==> src/rtl/alu_seq_ctrl_if.sv <==
// Purpose: command, response and ALU-control bundle between decode, the
//          sequencer and the ALU datapath.
// Ports:   cmd_*  - valid/ready command channel (op, operands, immediate)
//          alu_*  - operand/mode/enable drive to the ALU and its result back
//          rsp_*  - valid/ready response channel (data, error flag)
// The slave modport is the sequencer's view; master is the surrounding system.
interface alu_seq_ctrl_if #(
  parameter int unsigned BUS_WIDTH = 8
);
  logic                 cmd_valid;
  logic                 cmd_ready;
  logic [1:0]           cmd_op;
  logic [BUS_WIDTH-1:0] cmd_imm;
  logic [BUS_WIDTH-1:0] cmd_a;
  logic [BUS_WIDTH-1:0] cmd_b;

  logic [BUS_WIDTH-1:0] alu_data_a;
  logic [BUS_WIDTH-1:0] alu_data_b;
  logic [BUS_WIDTH-1:0] alu_imm;
  logic                 alu_f_add;
  logic [2:0]           alu_reg_en;
  logic [BUS_WIDTH-1:0] alu_result;

  logic                 rsp_valid;
  logic                 rsp_ready;
  logic [BUS_WIDTH-1:0] rsp_data;
  logic                 rsp_err;

  modport slave (
    input  cmd_valid, cmd_op, cmd_imm, cmd_a, cmd_b, alu_result, rsp_ready,
    output cmd_ready, alu_data_a, alu_data_b, alu_imm, alu_f_add, alu_reg_en,
           rsp_valid, rsp_data, rsp_err
  );

  modport master (
    output cmd_valid, cmd_op, cmd_imm, cmd_a, cmd_b, alu_result, rsp_ready,
    input  cmd_ready, alu_data_a, alu_data_b, alu_imm, alu_f_add, alu_reg_en,
           rsp_valid, rsp_data, rsp_err
  );
endinterface

==> src/rtl/alu_seq_ctrl.sv <==
// Purpose: command sequencer for the two-stage multiply/add ALU. Accepts one
//          operation, walks the ALU enables through LOAD/MULT/CAPT, captures
//          the result and returns it on the response channel.
// Ports:   clk, rst  - clock, asynchronous active-high reset
//          bus       - command/ALU/response bundle (slave view)
//          busy      - high whenever the sequencer is not idle
//          op_count  - completed responses, saturating
module alu_seq_ctrl #(
  parameter int unsigned BUS_WIDTH = 8,
  parameter int unsigned CNT_WIDTH = 16
) (
  input  logic                 clk,
  input  logic                 rst,
  alu_seq_ctrl_if.slave        bus,
  output logic                 busy,
  output logic [CNT_WIDTH-1:0] op_count
);

  localparam logic [1:0] OP_MAC  = 2'b00;
  localparam logic [1:0] OP_ADDI = 2'b01;
  localparam logic [1:0] OP_CLR  = 2'b10;

  localparam logic [2:0] EN_LOAD = 3'b101;
  localparam logic [2:0] EN_MULT = 3'b010;
  localparam logic [2:0] EN_NONE = 3'b000;

  localparam logic [CNT_WIDTH-1:0] CNT_MAX = {CNT_WIDTH{1'b1}};

  typedef enum logic [2:0] {
    S_IDLE,
    S_LOAD,
    S_MULT,
    S_CAPT,
    S_DONE
  } state_e;

  state_e               state_q, state_d;
  logic [BUS_WIDTH-1:0] a_q, a_d;
  logic [BUS_WIDTH-1:0] b_q, b_d;
  logic [BUS_WIDTH-1:0] imm_q, imm_d;
  logic                 f_add_q, f_add_d;
  logic [BUS_WIDTH-1:0] rsp_data_q, rsp_data_d;
  logic                 rsp_err_q, rsp_err_d;
  logic                 rsp_valid_q, rsp_valid_d;
  logic                 cmd_ready_q, cmd_ready_d;
  logic                 busy_q, busy_d;
  logic [2:0]           reg_en_q, reg_en_d;
  logic [CNT_WIDTH-1:0] op_count_q, op_count_d;

  // State and datapath registers
  always_ff @(posedge clk or posedge rst) begin
    if (rst) begin
      state_q     <= S_IDLE;
      a_q         <= '0;
      b_q         <= '0;
      imm_q       <= '0;
      f_add_q     <= 1'b0;
      rsp_data_q  <= '0;
      rsp_err_q   <= 1'b0;
      rsp_valid_q <= 1'b0;
      cmd_ready_q <= 1'b1;
      busy_q      <= 1'b0;
      reg_en_q    <= EN_NONE;
      op_count_q  <= '0;
    end else begin
      state_q     <= state_d;
      a_q         <= a_d;
      b_q         <= b_d;
      imm_q       <= imm_d;
      f_add_q     <= f_add_d;
      rsp_data_q  <= rsp_data_d;
      rsp_err_q   <= rsp_err_d;
      rsp_valid_q <= rsp_valid_d;
      cmd_ready_q <= cmd_ready_d;
      busy_q      <= busy_d;
      reg_en_q    <= reg_en_d;
      op_count_q  <= op_count_d;
    end
  end

  // Next-state, operand capture and response update
  always_comb begin
    state_d    = state_q;
    a_d        = a_q;
    b_d        = b_q;
    imm_d      = imm_q;
    f_add_d    = f_add_q;
    rsp_data_d = rsp_data_q;
    rsp_err_d  = rsp_err_q;
    op_count_d = op_count_q;

    unique case (state_q)
      S_IDLE: begin
        if (bus.cmd_valid) begin
          a_d     = bus.cmd_a;
          b_d     = bus.cmd_b;
          imm_d   = bus.cmd_imm;
          f_add_d = (bus.cmd_op == OP_ADDI);
          unique case (bus.cmd_op)
            OP_MAC, OP_ADDI: state_d = S_LOAD;
            OP_CLR: begin
              rsp_data_d = '0;
              rsp_err_d  = 1'b0;
              state_d    = S_DONE;
            end
            default: begin
              rsp_data_d = '0;
              rsp_err_d  = 1'b1;
              state_d    = S_DONE;
            end
          endcase
        end
      end
      S_LOAD: state_d = S_MULT;
      S_MULT: state_d = S_CAPT;
      S_CAPT: begin
        rsp_data_d = bus.alu_result;
        rsp_err_d  = 1'b0;
        state_d    = S_DONE;
      end
      S_DONE: begin
        if (bus.rsp_ready) begin
          state_d = S_IDLE;
          if (op_count_q != CNT_MAX) begin
            op_count_d = op_count_q + CNT_WIDTH'(1);
          end
        end
      end
      default: state_d = S_IDLE;
    endcase
  end

  // Control outputs are decoded from the next state so they leave flops
  // aligned with the state they describe.
  always_comb begin
    cmd_ready_d = (state_d == S_IDLE);
    busy_d      = (state_d != S_IDLE);
    rsp_valid_d = (state_d == S_DONE);
    unique case (state_d)
      S_LOAD:  reg_en_d = EN_LOAD;
      S_MULT:  reg_en_d = EN_MULT;
      default: reg_en_d = EN_NONE;
    endcase
  end

  assign bus.cmd_ready  = cmd_ready_q;
  assign bus.alu_data_a = a_q;
  assign bus.alu_data_b = b_q;
  assign bus.alu_imm    = imm_q;
  assign bus.alu_f_add  = f_add_q;
  assign bus.alu_reg_en = reg_en_q;
  assign bus.rsp_valid  = rsp_valid_q;
  assign bus.rsp_data   = rsp_data_q;
  assign bus.rsp_err    = rsp_err_q;
  assign busy           = busy_q;
  assign op_count       = op_count_q;

endmodule
==> src/flat_wrapper.sv <==
// flat-port wrapper written by rule: the top's interface ports become plain ports
module alu_seq_ctrl_flat 
#(
  parameter int unsigned BUS_WIDTH = 8,
  parameter int unsigned CNT_WIDTH = 16
)
  (clk, rst, busy, op_count, bus_cmd_valid, bus_cmd_op, bus_cmd_imm, bus_cmd_a, bus_cmd_b, bus_alu_result, bus_rsp_ready, bus_cmd_ready, bus_alu_data_a, bus_alu_data_b, bus_alu_imm, bus_alu_f_add, bus_alu_reg_en, bus_rsp_valid, bus_rsp_data, bus_rsp_err);
  alu_seq_ctrl_if #(.BUS_WIDTH(BUS_WIDTH)) bus_i ();
  input  logic clk;
  input  logic rst;
  output logic busy;
  output logic [CNT_WIDTH-1:0] op_count;
  input wire logic [$bits(bus_i.cmd_valid)-1:0] bus_cmd_valid;
  input wire logic [$bits(bus_i.cmd_op)-1:0] bus_cmd_op;
  input wire logic [$bits(bus_i.cmd_imm)-1:0] bus_cmd_imm;
  input wire logic [$bits(bus_i.cmd_a)-1:0] bus_cmd_a;
  input wire logic [$bits(bus_i.cmd_b)-1:0] bus_cmd_b;
  input wire logic [$bits(bus_i.alu_result)-1:0] bus_alu_result;
  input wire logic [$bits(bus_i.rsp_ready)-1:0] bus_rsp_ready;
  output wire logic [$bits(bus_i.cmd_ready)-1:0] bus_cmd_ready;
  output wire logic [$bits(bus_i.alu_data_a)-1:0] bus_alu_data_a;
  output wire logic [$bits(bus_i.alu_data_b)-1:0] bus_alu_data_b;
  output wire logic [$bits(bus_i.alu_imm)-1:0] bus_alu_imm;
  output wire logic [$bits(bus_i.alu_f_add)-1:0] bus_alu_f_add;
  output wire logic [$bits(bus_i.alu_reg_en)-1:0] bus_alu_reg_en;
  output wire logic [$bits(bus_i.rsp_valid)-1:0] bus_rsp_valid;
  output wire logic [$bits(bus_i.rsp_data)-1:0] bus_rsp_data;
  output wire logic [$bits(bus_i.rsp_err)-1:0] bus_rsp_err;
  assign bus_i.cmd_valid = bus_cmd_valid;
  assign bus_i.cmd_op = bus_cmd_op;
  assign bus_i.cmd_imm = bus_cmd_imm;
  assign bus_i.cmd_a = bus_cmd_a;
  assign bus_i.cmd_b = bus_cmd_b;
  assign bus_i.alu_result = bus_alu_result;
  assign bus_i.rsp_ready = bus_rsp_ready;
  assign bus_cmd_ready = bus_i.cmd_ready;
  assign bus_alu_data_a = bus_i.alu_data_a;
  assign bus_alu_data_b = bus_i.alu_data_b;
  assign bus_alu_imm = bus_i.alu_imm;
  assign bus_alu_f_add = bus_i.alu_f_add;
  assign bus_alu_reg_en = bus_i.alu_reg_en;
  assign bus_rsp_valid = bus_i.rsp_valid;
  assign bus_rsp_data = bus_i.rsp_data;
  assign bus_rsp_err = bus_i.rsp_err;
  alu_seq_ctrl #(.BUS_WIDTH(BUS_WIDTH), .CNT_WIDTH(CNT_WIDTH)) u_core (.clk(clk), .rst(rst), .bus(bus_i), .busy(busy), .op_count(op_count));
endmodule
==> config.mk <==
export PLATFORM = sky130hd
export DESIGN_NAME = alu_seq_ctrl_flat
export DESIGN_NICKNAME = d
export VERILOG_FILES = /design/src/rtl/alu_seq_ctrl_if.sv /design/src/rtl/alu_seq_ctrl.sv /design/src/flat_wrapper.sv
export SDC_FILE = /design/constraint.sdc
export NUM_CORES = 1
export LEC_CHECK = 0
export CORE_MARGIN = 8
export CORE_UTILIZATION = 48
export CTS_BUF_LIST = sky130_fd_sc_hd__clkbuf_8
export CTS_CLUSTER_DIAMETER = 120
export DETAILED_ROUTE_END_ITERATION = 10
export GPL_TIMING_DRIVEN = 1
export PLACE_DENSITY = 0.87
export SKIP_LAST_GASP = 1
export SYNTH_ARGS = -nofsm -noshare
export SYNTH_HDL_FRONTEND = slang
export SYNTH_SLANG_ARGS = --single-unit
==> constraint.sdc <==
create_clock -name clk -period 4.8 [get_ports clk]
set_input_delay 0.48 -clock clk [delete_from_list [all_inputs] [get_ports clk]]
set_output_delay 0.48 -clock clk [all_outputs]
set_load 0.05 [all_outputs]
==> flow_summary.ini, run 1 <==
[route]
drt_initial_violations = 81
vias = 1809
final_antenna_net_count = 0
wire_per_inst_um = 16.7
finalWirelength_um = 5820
drt_pass1_iterations = 4
route.detailed.drc = 0
vias_per_cell = 5.18

[setup_path]
crit_path_kind = reg -> out
critPathTopFamily = buffers and inverters
end_kind = output port
crit_path_end = op_count[9]
critPathLaunchType = register
worstReg2RegEnd = u_core.op_count[6]$_DFFE_PP0P_
timing.critical_path.arrival_ps = 1710
crit_start = u_core.op_count[9]$_DFFE_PP0P_
critical_path_stages = 1
worstPathRequired_ps = 4320
r2r.worst_path.cells = 4
r2r_slack_ps = 3100
critical_path.cell_chain = clkdlybuf4s50_1
critical_path.slowest_cell = sky130_fd_sc_hd__clkdlybuf4s50_1
crit_path_max_fanout = 8
critPathBufInv = 1
slowest_delay_ps = 870
rr_startpoint = u_core.state_q[2]$_DFF_PP0_

[floorplanning]
die_height_um = 87.0
ioPinCount = 94
fp.dieW_um = 87.0
rows = 26
core-area_um2 = 4980
initial_cell_density_of_the_core = 0.486
dieArea_um2 = 7570

[outcome]
result_of_the_run = finished clean

[synth]
async_reset_ff_frac = 1.00
yosys-mux-area-fraction = 0.116
synth_adder_area_share = 0.00517
synth_top_family_by_area = multiplexers
syn-num-nets = 219
synth.distinct_cells = 41
synth-edff-count = 0
synth.avg_cell_area_um2 = 13.4
synth_xor_xnor_area_share = 0.0507
netlist_area_um2 = 2420
synthesized_instance_count = 180
synth_simple_gate_area_frac = 0.112
synth_seq_area_share = 0.601
synth_compound_gate_area_share = 0.0792
ys_warns = 0
synth_flop_cell = sky130_fd_sc_hd__dfrtp_1
synth.ff_latch_count = 58

[grt]
grt_start_max_net_pins = 59
global_route_wire_length_before_repair_um = 8990
global_route.overflow_total = 0
gr-usage-all-layers = 0.154
initial_antenna_violation_count = 0
grt_pass1_vias = 1835

[timing]
finClkSkew_ps = 5.77
setup_total_negative_slack_ps = 0
timing.final.crit_period_ps = 2190
slew_headroom = 0.519
final-hold-violation-count = 0
grt_setup_unrepaired = false
timing_max_transition_violations_final = 0
maxClockFrequency_ghz = 0.457
final.period_utilization = 0.456
timing.final.ws_setup_ps = 2610
worst_pin_slew_ps = 721
finalSetupViolations = 0

[min_path]
hold_class = reg -> reg

[cts]
clock_buffers_created_by_tritoncts = 9
cts-htree-levels = 3
clock_sinks = 58
worst_setup_hold_path_clk_slew_ps = 60
resize_count_post_cts = 0
cts.root.buffer_cell = sky130_fd_sc_hd__clkbuf_8
cts_tree = built
clk_latency_ps = 320
cts_post_setup_buffers_inserted = 0
clock_tree.buffer_depth = 2
cts-hold-fix-buffers = 0

[place]
dp_hpwl_um = 4210
numPortBuffers = 93
finalWeightedCongestion = 0.834
preCtsSetupSlack_ps = 2650

[power]
switchingPower_w = 0.00110
pwr-share-comb = 0.517
power.ir.vdd_worst_mv = 0.484
power.density_cell_area_nw_per_um2 = 681
power.static_leakage_nw = 1.53
power.switching_fraction = 0.455
power.share.clock = 0.158
share_seq_of_total_power = 0.324
cell_internal_pwr_w = 0.00132

[finish]
finish.net_count = 314
synthToLayoutAreaGrowth_pct = 47.2
layout-drive-gt1-share = 0.0896
antenna_cells_inserted = 0

[flow_run]
maxCapViolations = 0
metal layers:
| metal | GRT usage | routed length (um) | vias up |
|---|---|---|---|
| met5 | 0 | 0 | - |
| met4 | 0.0610 | 61 | 0 |
| met3 | 0.0481 | 487 | 8 |
| met2 | 0.238 | 2660 | 82 |
| met1 | 0.197 | 2610 | 878 |
| li1 | - | - | 841 |
how the worst min path moves through the flow:
stage	depth (start not counted)	end	slack [ps]	from
2_1_floorplan	1	u_core.bus.alu_reg_en[1]$_DFF_PP0_	520	u_core.state_q[1]$_DFF_PP0_
3_3_place_gp	1	u_core.bus.alu_imm[4]$_DFFE_PP0P_	470	u_core.bus.alu_imm[4]$_DFFE_PP0P_
3_5_place_dp	1	u_core.bus.alu_data_b[1]$_DFFE_PP0P_	470	u_core.bus.alu_data_b[1]$_DFFE_PP0P_
4_1_cts	1	u_core.bus.alu_data_b[1]$_DFFE_PP0P_	490	u_core.bus.alu_data_b[1]$_DFFE_PP0P_
5_1_grt	1	u_core.bus.alu_data_b[7]$_DFFE_PP0P_	510	u_core.bus.alu_data_b[7]$_DFFE_PP0P_
6_report	1	u_core.op_count[8]$_DFFE_PP0P_	480	u_core.op_count[8]$_DFFE_PP0P_
power by group through the flow:
stage | combinational [W] | sequential (W) | clock [W]
final | 0.00125 | 0.000786 | 0.000384
after global routing | 0.00131 | 0.000807 | 0.000415
after CTS | 0.00127 | 0.000787 | 0.000394
after detailed placement | 0.00127 | 0.000793 | 0
after global placement | 0.00125 | 0.000787 | 0
after floorplan | 0.000259 | 0.00135 | 0
cell families (layout without fill, tap and decap cells):
logic type / count (synthesis) / after routing
buffers and inverters: 15 / 114
AO/OA/AOI/OAI: 25 / 25
AND/OR/NAND/NOR: 42 / 42
adder cells (fa/ha/maj): 1 / 1
XOR/XNOR: 14 / 14
flip-flops: 58 / 58
multiplexers: 25 / 25
state kept, by name (all words and copies together) (netlist names), 2 cells and up:
| signal | count |
|---|---|
| u_core.state_q | 3 |
| u_core.bus.rsp_data | 8 |
| u_core.op_count | 16 |
| u_core.bus.alu_imm | 8 |
| u_core.bus.alu_data_b | 8 |
| u_core.bus.alu_reg_en | 2 |
| u_core.bus.alu_data_a | 8 |
final cells by class:
| type | count | area (um^2) |
|---|---|---|
| multi-input combinational | 107 | 888 |
| clock buffer | 11 | 151 |
| inverter | 4 | 15.0 |
| sequential | 58 | 1450 |
| timing repair buffer | 95 | 946 |
| fill | 356 | 1420 |
| tap | 70 | 87.6 |
| clock inverter | 4 | 18.8 |
Yosys cell counts, types with 2 or more instances:
| cell | count | area [um^2] |
|---|---|---|
| sky130_fd_sc_hd__mux2_1 | 25 | 282 |
| sky130_fd_sc_hd__nor2_1 | 2 | 7.51 |
| sky130_fd_sc_hd__xor2_1 | 5 | 43.8 |
| sky130_fd_sc_hd__a22oi_1 | 2 | 15.0 |
| sky130_fd_sc_hd__and4_1 | 2 | 17.5 |
| sky130_fd_sc_hd__a31oi_1 | 2 | 12.5 |
| sky130_fd_sc_hd__nand4_1 | 6 | 37.5 |
| sky130_fd_sc_hd__nor3_1 | 3 | 15.0 |
| sky130_fd_sc_hd__buf_4 | 2 | 15.0 |
| sky130_fd_sc_hd__nand3_1 | 5 | 25.0 |
| sky130_fd_sc_hd__xnor2_1 | 9 | 78.8 |
| sky130_fd_sc_hd__and3_1 | 6 | 37.5 |
| sky130_fd_sc_hd__buf_6 | 2 | 22.5 |
| sky130_fd_sc_hd__a21oi_1 | 5 | 25.0 |
| sky130_fd_sc_hd__a22o_1 | 8 | 70.1 |
| sky130_fd_sc_hd__inv_1 | 4 | 15.0 |
| sky130_fd_sc_hd__dfrtp_1 | 57 | 1430 |
| sky130_fd_sc_hd__buf_2 | 6 | 30.0 |
| sky130_fd_sc_hd__nand2_1 | 7 | 26.3 |
layout by cell type (no fill, tap or decap), drive strengths merged, types with 2 or more instances in the layout:
cell           count
a22o               8
clkbuf            11
and3               7
a21oi              6
and4               2
nand3              6
xor2               5
nand2              7
inv                5
xnor2              9
dfrtp             57
mux2              25
a31oi              2
nor2               2
nand4              6
clkdlybuf4s50     93
a22oi              2
buf                2
clkinv             3
nor3               3
worst reg2reg max path, cell delays in order (launching register included):
cell,delay (ps)
sky130_fd_sc_hd__dfrtp_1,520
sky130_fd_sc_hd__and4bb_2,370
sky130_fd_sc_hd__nand2_1,190
sky130_fd_sc_hd__a311o_1,380
sky130_fd_sc_hd__xnor2_1,130
per-stage QoR:
stage | hold WS, ps | cells | total power, W | area [um^2] | util
after floorplan | 519 | 180 | 0.00161 | 2420 | -
after global placement | 466 | 334 | 0.00203 | 3390 | 0.681
after detailed placement | 474 | 334 | 0.00206 | 3390 | 0.681
after CTS | 488 | 349 | 0.00245 | 3560 | 0.715
after global routing | 505 | 349 | 0.00253 | 3560 | 0.715
final | 484 | 349 | 0.00242 | 3560 | 0.715
No activity file was read; power rests on OpenSTA's default activity.
==> inputs of run 2 (changes only) <==
- CORE_UTILIZATION: 48 -> 41
- PLACE_DENSITY: 0.87 -> 0.79
- clock period: 4.8 -> 2 ns (I/O delays scaled with it)
==> flow_summary.ini, run 2 (synthesis gave the netlist of run 1 again) <==
[setup_path]
crit_start = u_core.op_count[9]$_DFFE_PP0P_
crit_path_kind = reg -> out
crit_path_max_fanout = 8
end_kind = output port
critical_path.slowest_cell = sky130_fd_sc_hd__clkdlybuf4s50_1
slowest_delay_ps = 880
critPathBufInv = 1
critPathLaunchType = register
timing.critical_path.arrival_ps = 1710
rr_startpoint = u_core.state_q[2]$_DFF_PP0_
critical_path.cell_chain = clkdlybuf4s50_1
worstPathRequired_ps = 1800
critPathTopFamily = buffers and inverters

[finish]
layout-drive-gt1-share = 0.0993
fin_area_um2 = 3640
layout.cells.most_common = sky130_fd_sc_hd__clkdlybuf4s50_1
synthToLayoutAreaGrowth_pct = 50.6
number_of_flip_flops_in_the_largest_register = 16
finish.net_count = 316
final_cell_mix = sky130_fd_sc_hd__clkdlybuf4s50_1 (93), sky130_fd_sc_hd__dfrtp_1 (57), sky130_fd_sc_hd__mux2_1 (25)
antenna_cells_inserted = 0
ff_latch_area_um2 = 1450
layout.filler_cells = 457
multi_input_comb_area_um2 = 888

[grt]
met1_usage = 0.180
grt_most_used_layer = met2
grt_pass1_vias = 1773
grt_start_max_net_pins = 43
use_met3 = 0.0639
gr-usage-all-layers = 0.139
initial_antenna_violation_count = 0
global_route.overflow_total = 0
global_route_wire_length_before_repair_um = 9350
grt_use_met2 = 0.198

[power]
power.static_leakage_nw = 1.57
power.density_cell_area_nw_per_um2 = 1670
finalPower_w = 0.00610
power.ir.vdd_worst_mv = 0.974

[cts]
cts_tree = built
resize_count_post_cts = 0
cts-htree-levels = 3
clock_tree.buffer_depth = 2
clock_sinks = 58
worst_setup_hold_path_clk_slew_ps = 70
cts_post_setup_buffers_inserted = 0
clk_latency_ps = 330
cts.root.buffer_cell = sky130_fd_sc_hd__clkbuf_8
cts-hold-fix-buffers = 0
clock_buffers_created_by_tritoncts = 9

[timing]
worst_pin_slew_ps = 533
timing.final.crit_period_ps = 1910
finalSetupViolations = 0
setup_total_negative_slack_ps = 0
final.period_utilization = 0.957
finClkSkew_ps = 6.70
whs_ps = 167
grt_setup_unrepaired = false
timing.final.ws_setup_ps = 86.3
final-hold-violation-count = 0
slew_headroom = 0.643
maxClockFrequency_ghz = 0.523
timing_max_transition_violations_final = 0

[floorplanning]
dieArea_um2 = 8610
fp.dieW_um = 92.8
die_height_um = 92.8
ioPinCount = 94
core-area_um2 = 5820
initial_cell_density_of_the_core = 0.416
rows = 28

[outcome]
result_of_the_run = finished clean

[min_path]
hold_class = in -> async

[route]
vias = 1764
finalWirelength_um = 5810
final_antenna_net_count = 0
drt_pass1_iterations = 4
vias_per_cell = 4.94
route.detailed.drc = 0
drt_initial_violations = 73
wire_per_inst_um = 16.3

[flow_run]
maxCapViolations = 0

[place]
numPortBuffers = 93
dp_hpwl_um = 4400
finalWeightedCongestion = 0.789
placed_area_um2 = 3420
preCtsSetupSlack_ps = 214
[run 2: final cells by class]
cell class	count	area share
Sequential cell	58	0.399
Timing Repair Buffer	97	0.267
Multi-Input combinational cell	107	0.244
Clock buffer	10	0.0378
Tap cell	75	0.0258
Clock inverter	6	0.0223
Inverter	4	0.00412
[run 2: final timing paths]
path / endpoint / slack, ps / cells past startpoint
setup / recovery: op_count[9] / 90 / 1
hold / removal: u_core.op_count[2]$_DFFE_PP0P_ / 170 / 2
setup reg to reg: u_core.op_count[6]$_DFFE_PP0P_ / 300 / 4
hold reg to reg: u_core.op_count[8]$_DFFE_PP0P_ / 480 / 1
max in group asynchronous: u_core.bus.cmd_ready$_DFF_PP1_ / 1240 / 3
min in group clk: u_core.bus.alu_data_a[1]$_DFFE_PP0P_ / 470 / 2
[run 2: through the flow]
stage           util  cells
2_1_floorplan      -    180
5_1_grt        0.626    357
3_3_place_gp   0.589    341
3_5_place_dp   0.589    341
4_1_cts        0.626    357
6_report       0.626    357
[run 2: report_power, final]
part	total (W)	internal (W)	switching (W)
clock	0.00119	0.000726	0.000459
combinational	0.00304	0.00108	0.00195
sequential	0.00187	0.00160	0.000271
[run 2: metal layers]
layer,routed length [um],share of wire
met5,0,0
met2,2490,0.43
met3,543,0.093
met4,70,0.012
met1,2710,0.47
==> inputs of run 3 (changes only) <==
- CORE_MARGIN: 8 -> default
==> flow_summary.ini, run 3 (synthesis gave the netlist of run 1 again) <==
[outcome]
result_of_the_run = finished clean

[route]
drt_pass1_iterations = 4
final_antenna_net_count = 0
drt_initial_violations = 84
route.detailed.drc = 0
vias_per_cell = 5.05
finalWirelength_um = 5130
vias = 1783
wire_per_inst_um = 14.5

[setup_path]
end_kind = output port
timing.critical_path.arrival_ps = 1690
critical_path.slowest_cell = sky130_fd_sc_hd__clkdlybuf4s50_1
worstPathRequired_ps = 1800
critPathLaunchType = register
critPathBufInv = 1
slowest_delay_ps = 860
critPathTopFamily = buffers and inverters
crit_path_kind = reg -> out
crit_path_max_fanout = 8
critical_path_stages = 1
critical_path.cell_chain = clkdlybuf4s50_1
r2r.worst_path.cells = 4

[floorplanning]
fp.dieW_um = 78.8
rows = 27
core-area_um2 = 5610
initial_cell_density_of_the_core = 0.431
die_height_um = 78.8
ioPinCount = 94
dieArea_um2 = 6210

[timing]
slew_headroom = 0.656
timing.final.crit_period_ps = 1890
final.period_utilization = 0.945
grt_setup_unrepaired = false
worst_pin_slew_ps = 514
finClkSkew_ps = 6.70
maxClockFrequency_ghz = 0.529
timing_max_transition_violations_final = 0
final-hold-violation-count = 0
setup_total_negative_slack_ps = 0
whs_ps = 240
finalSetupViolations = 0

[finish]
layout.filler_cells = 436
layout.cells.most_common = sky130_fd_sc_hd__clkdlybuf4s50_1
synthToLayoutAreaGrowth_pct = 50.9
antenna_cells_inserted = 0
final_cell_mix = sky130_fd_sc_hd__clkdlybuf4s50_1 (93), sky130_fd_sc_hd__dfrtp_1 (57), sky130_fd_sc_hd__mux2_1 (25)
finish.net_count = 315
layout-drive-gt1-share = 0.0996
multi_input_comb_area_um2 = 888
ff_latch_area_um2 = 1450
number_of_flip_flops_in_the_largest_register = 16

[cts]
clock_tree.buffer_depth = 2
cts-htree-levels = 3
cts_post_setup_buffers_inserted = 0
clock_buffers_created_by_tritoncts = 9
cts.root.buffer_cell = sky130_fd_sc_hd__clkbuf_8
cts-hold-fix-buffers = 0
clk_latency_ps = 320
worst_setup_hold_path_clk_slew_ps = 70
clock_sinks = 58
cts_tree = built
resize_count_post_cts = 0

[power]
power.static_leakage_nw = 1.57
power.density_cell_area_nw_per_um2 = 1680
power.ir.vdd_worst_mv = 1.05

[grt]
global_route.overflow_total = 0
initial_antenna_violation_count = 0
gr-usage-all-layers = 0.181
grt_pass1_vias = 1731
global_route_wire_length_before_repair_um = 8470
grt_start_max_net_pins = 36

[place]
dp_hpwl_um = 3620
numPortBuffers = 93
finalWeightedCongestion = 0.838

[min_path]
hold_class = in -> async

[flow_run]
maxCapViolations = 0
-- run 3: cell count changes in the layout (fill, tap and decap cells not counted) --
| cell | before | now |
|---|---|---|
| sky130_fd_sc_hd__clkbuf_8 | 10 | 12 |
| sky130_fd_sc_hd__buf_4 | 3 | 2 |
| sky130_fd_sc_hd__clkinv_2 | 2 | 1 |
| sky130_fd_sc_hd__inv_1 | 4 | 3 |
-- run 3: stage by stage --
stage | utilization | setup WS [ps] | power [W] | cell area, um^2 | std cells
after floorplan | - | 121 | 0.00386 | 2420 | 180
after global placement | 0.608 | 268 | 0.00487 | 3410 | 337
after detailed placement | 0.608 | 224 | 0.00492 | 3410 | 337
after CTS | 0.651 | 104 | 0.00620 | 3650 | 353
after global routing | 0.651 | 60.3 | 0.00643 | 3650 | 353
final | 0.651 | 110 | 0.00613 | 3650 | 353
-- run 3: area by class of cell --
class                           count  area share
Multi-Input combinational cell    107       0.243
Clock buffer                       12      0.0453
Timing Repair Buffer               96       0.265
Sequential cell                    58       0.398
Tap cell                           72      0.0247
Inverter                            4     0.00411
Clock inverter                      4      0.0199
-- run 3: final timing paths --
check | from | to | slack, ps
setup / recovery | u_core.op_count[9]$_DFFE_PP0P_ | op_count[9] | 110
hold / removal | rst | u_core.bus.alu_data_a[1]$_DFFE_PP0P_ | 240
setup reg to reg | u_core.state_q[2]$_DFF_PP0_ | u_core.op_count[6]$_DFFE_PP0P_ | 310
hold reg to reg | u_core.bus.alu_data_a[7]$_DFFE_PP0P_ | u_core.bus.alu_data_a[7]$_DFFE_PP0P_ | 490
max in group asynchronous | rst | u_core.bus.alu_imm[5]$_DFFE_PP0P_ | 1390
min in group clk | bus_cmd_op[0] | u_core.bus.rsp_err$_DFFE_PP0P_ | 460
-- run 3: power breakdown --
part | internal (W) | total, W | switching [W]
Sequential | 0.00160 | 0.00187 | 0.000264
Clock | 0.000801 | 0.00125 | 0.000450
Combinational | 0.00108 | 0.00301 | 0.00192
-- run 3: metal layers --
| metal | up-vias | part of all wire | global-route usage |
|---|---|---|---|
| li1 | 852 | - | - |
| met1 | 856 | 0.44 | 0.231 |
| met2 | 69 | 0.47 | 0.281 |
| met3 | 6 | 0.075 | 0.0598 |
| met4 | 0 | 0.010 | 0.0778 |
| met5 | - | 0 | 0 |
-- run 3: tightest hold or removal path, delay by kind of cell --
family / cells / cell delay, ps
buffers and inverters: 3 / 750
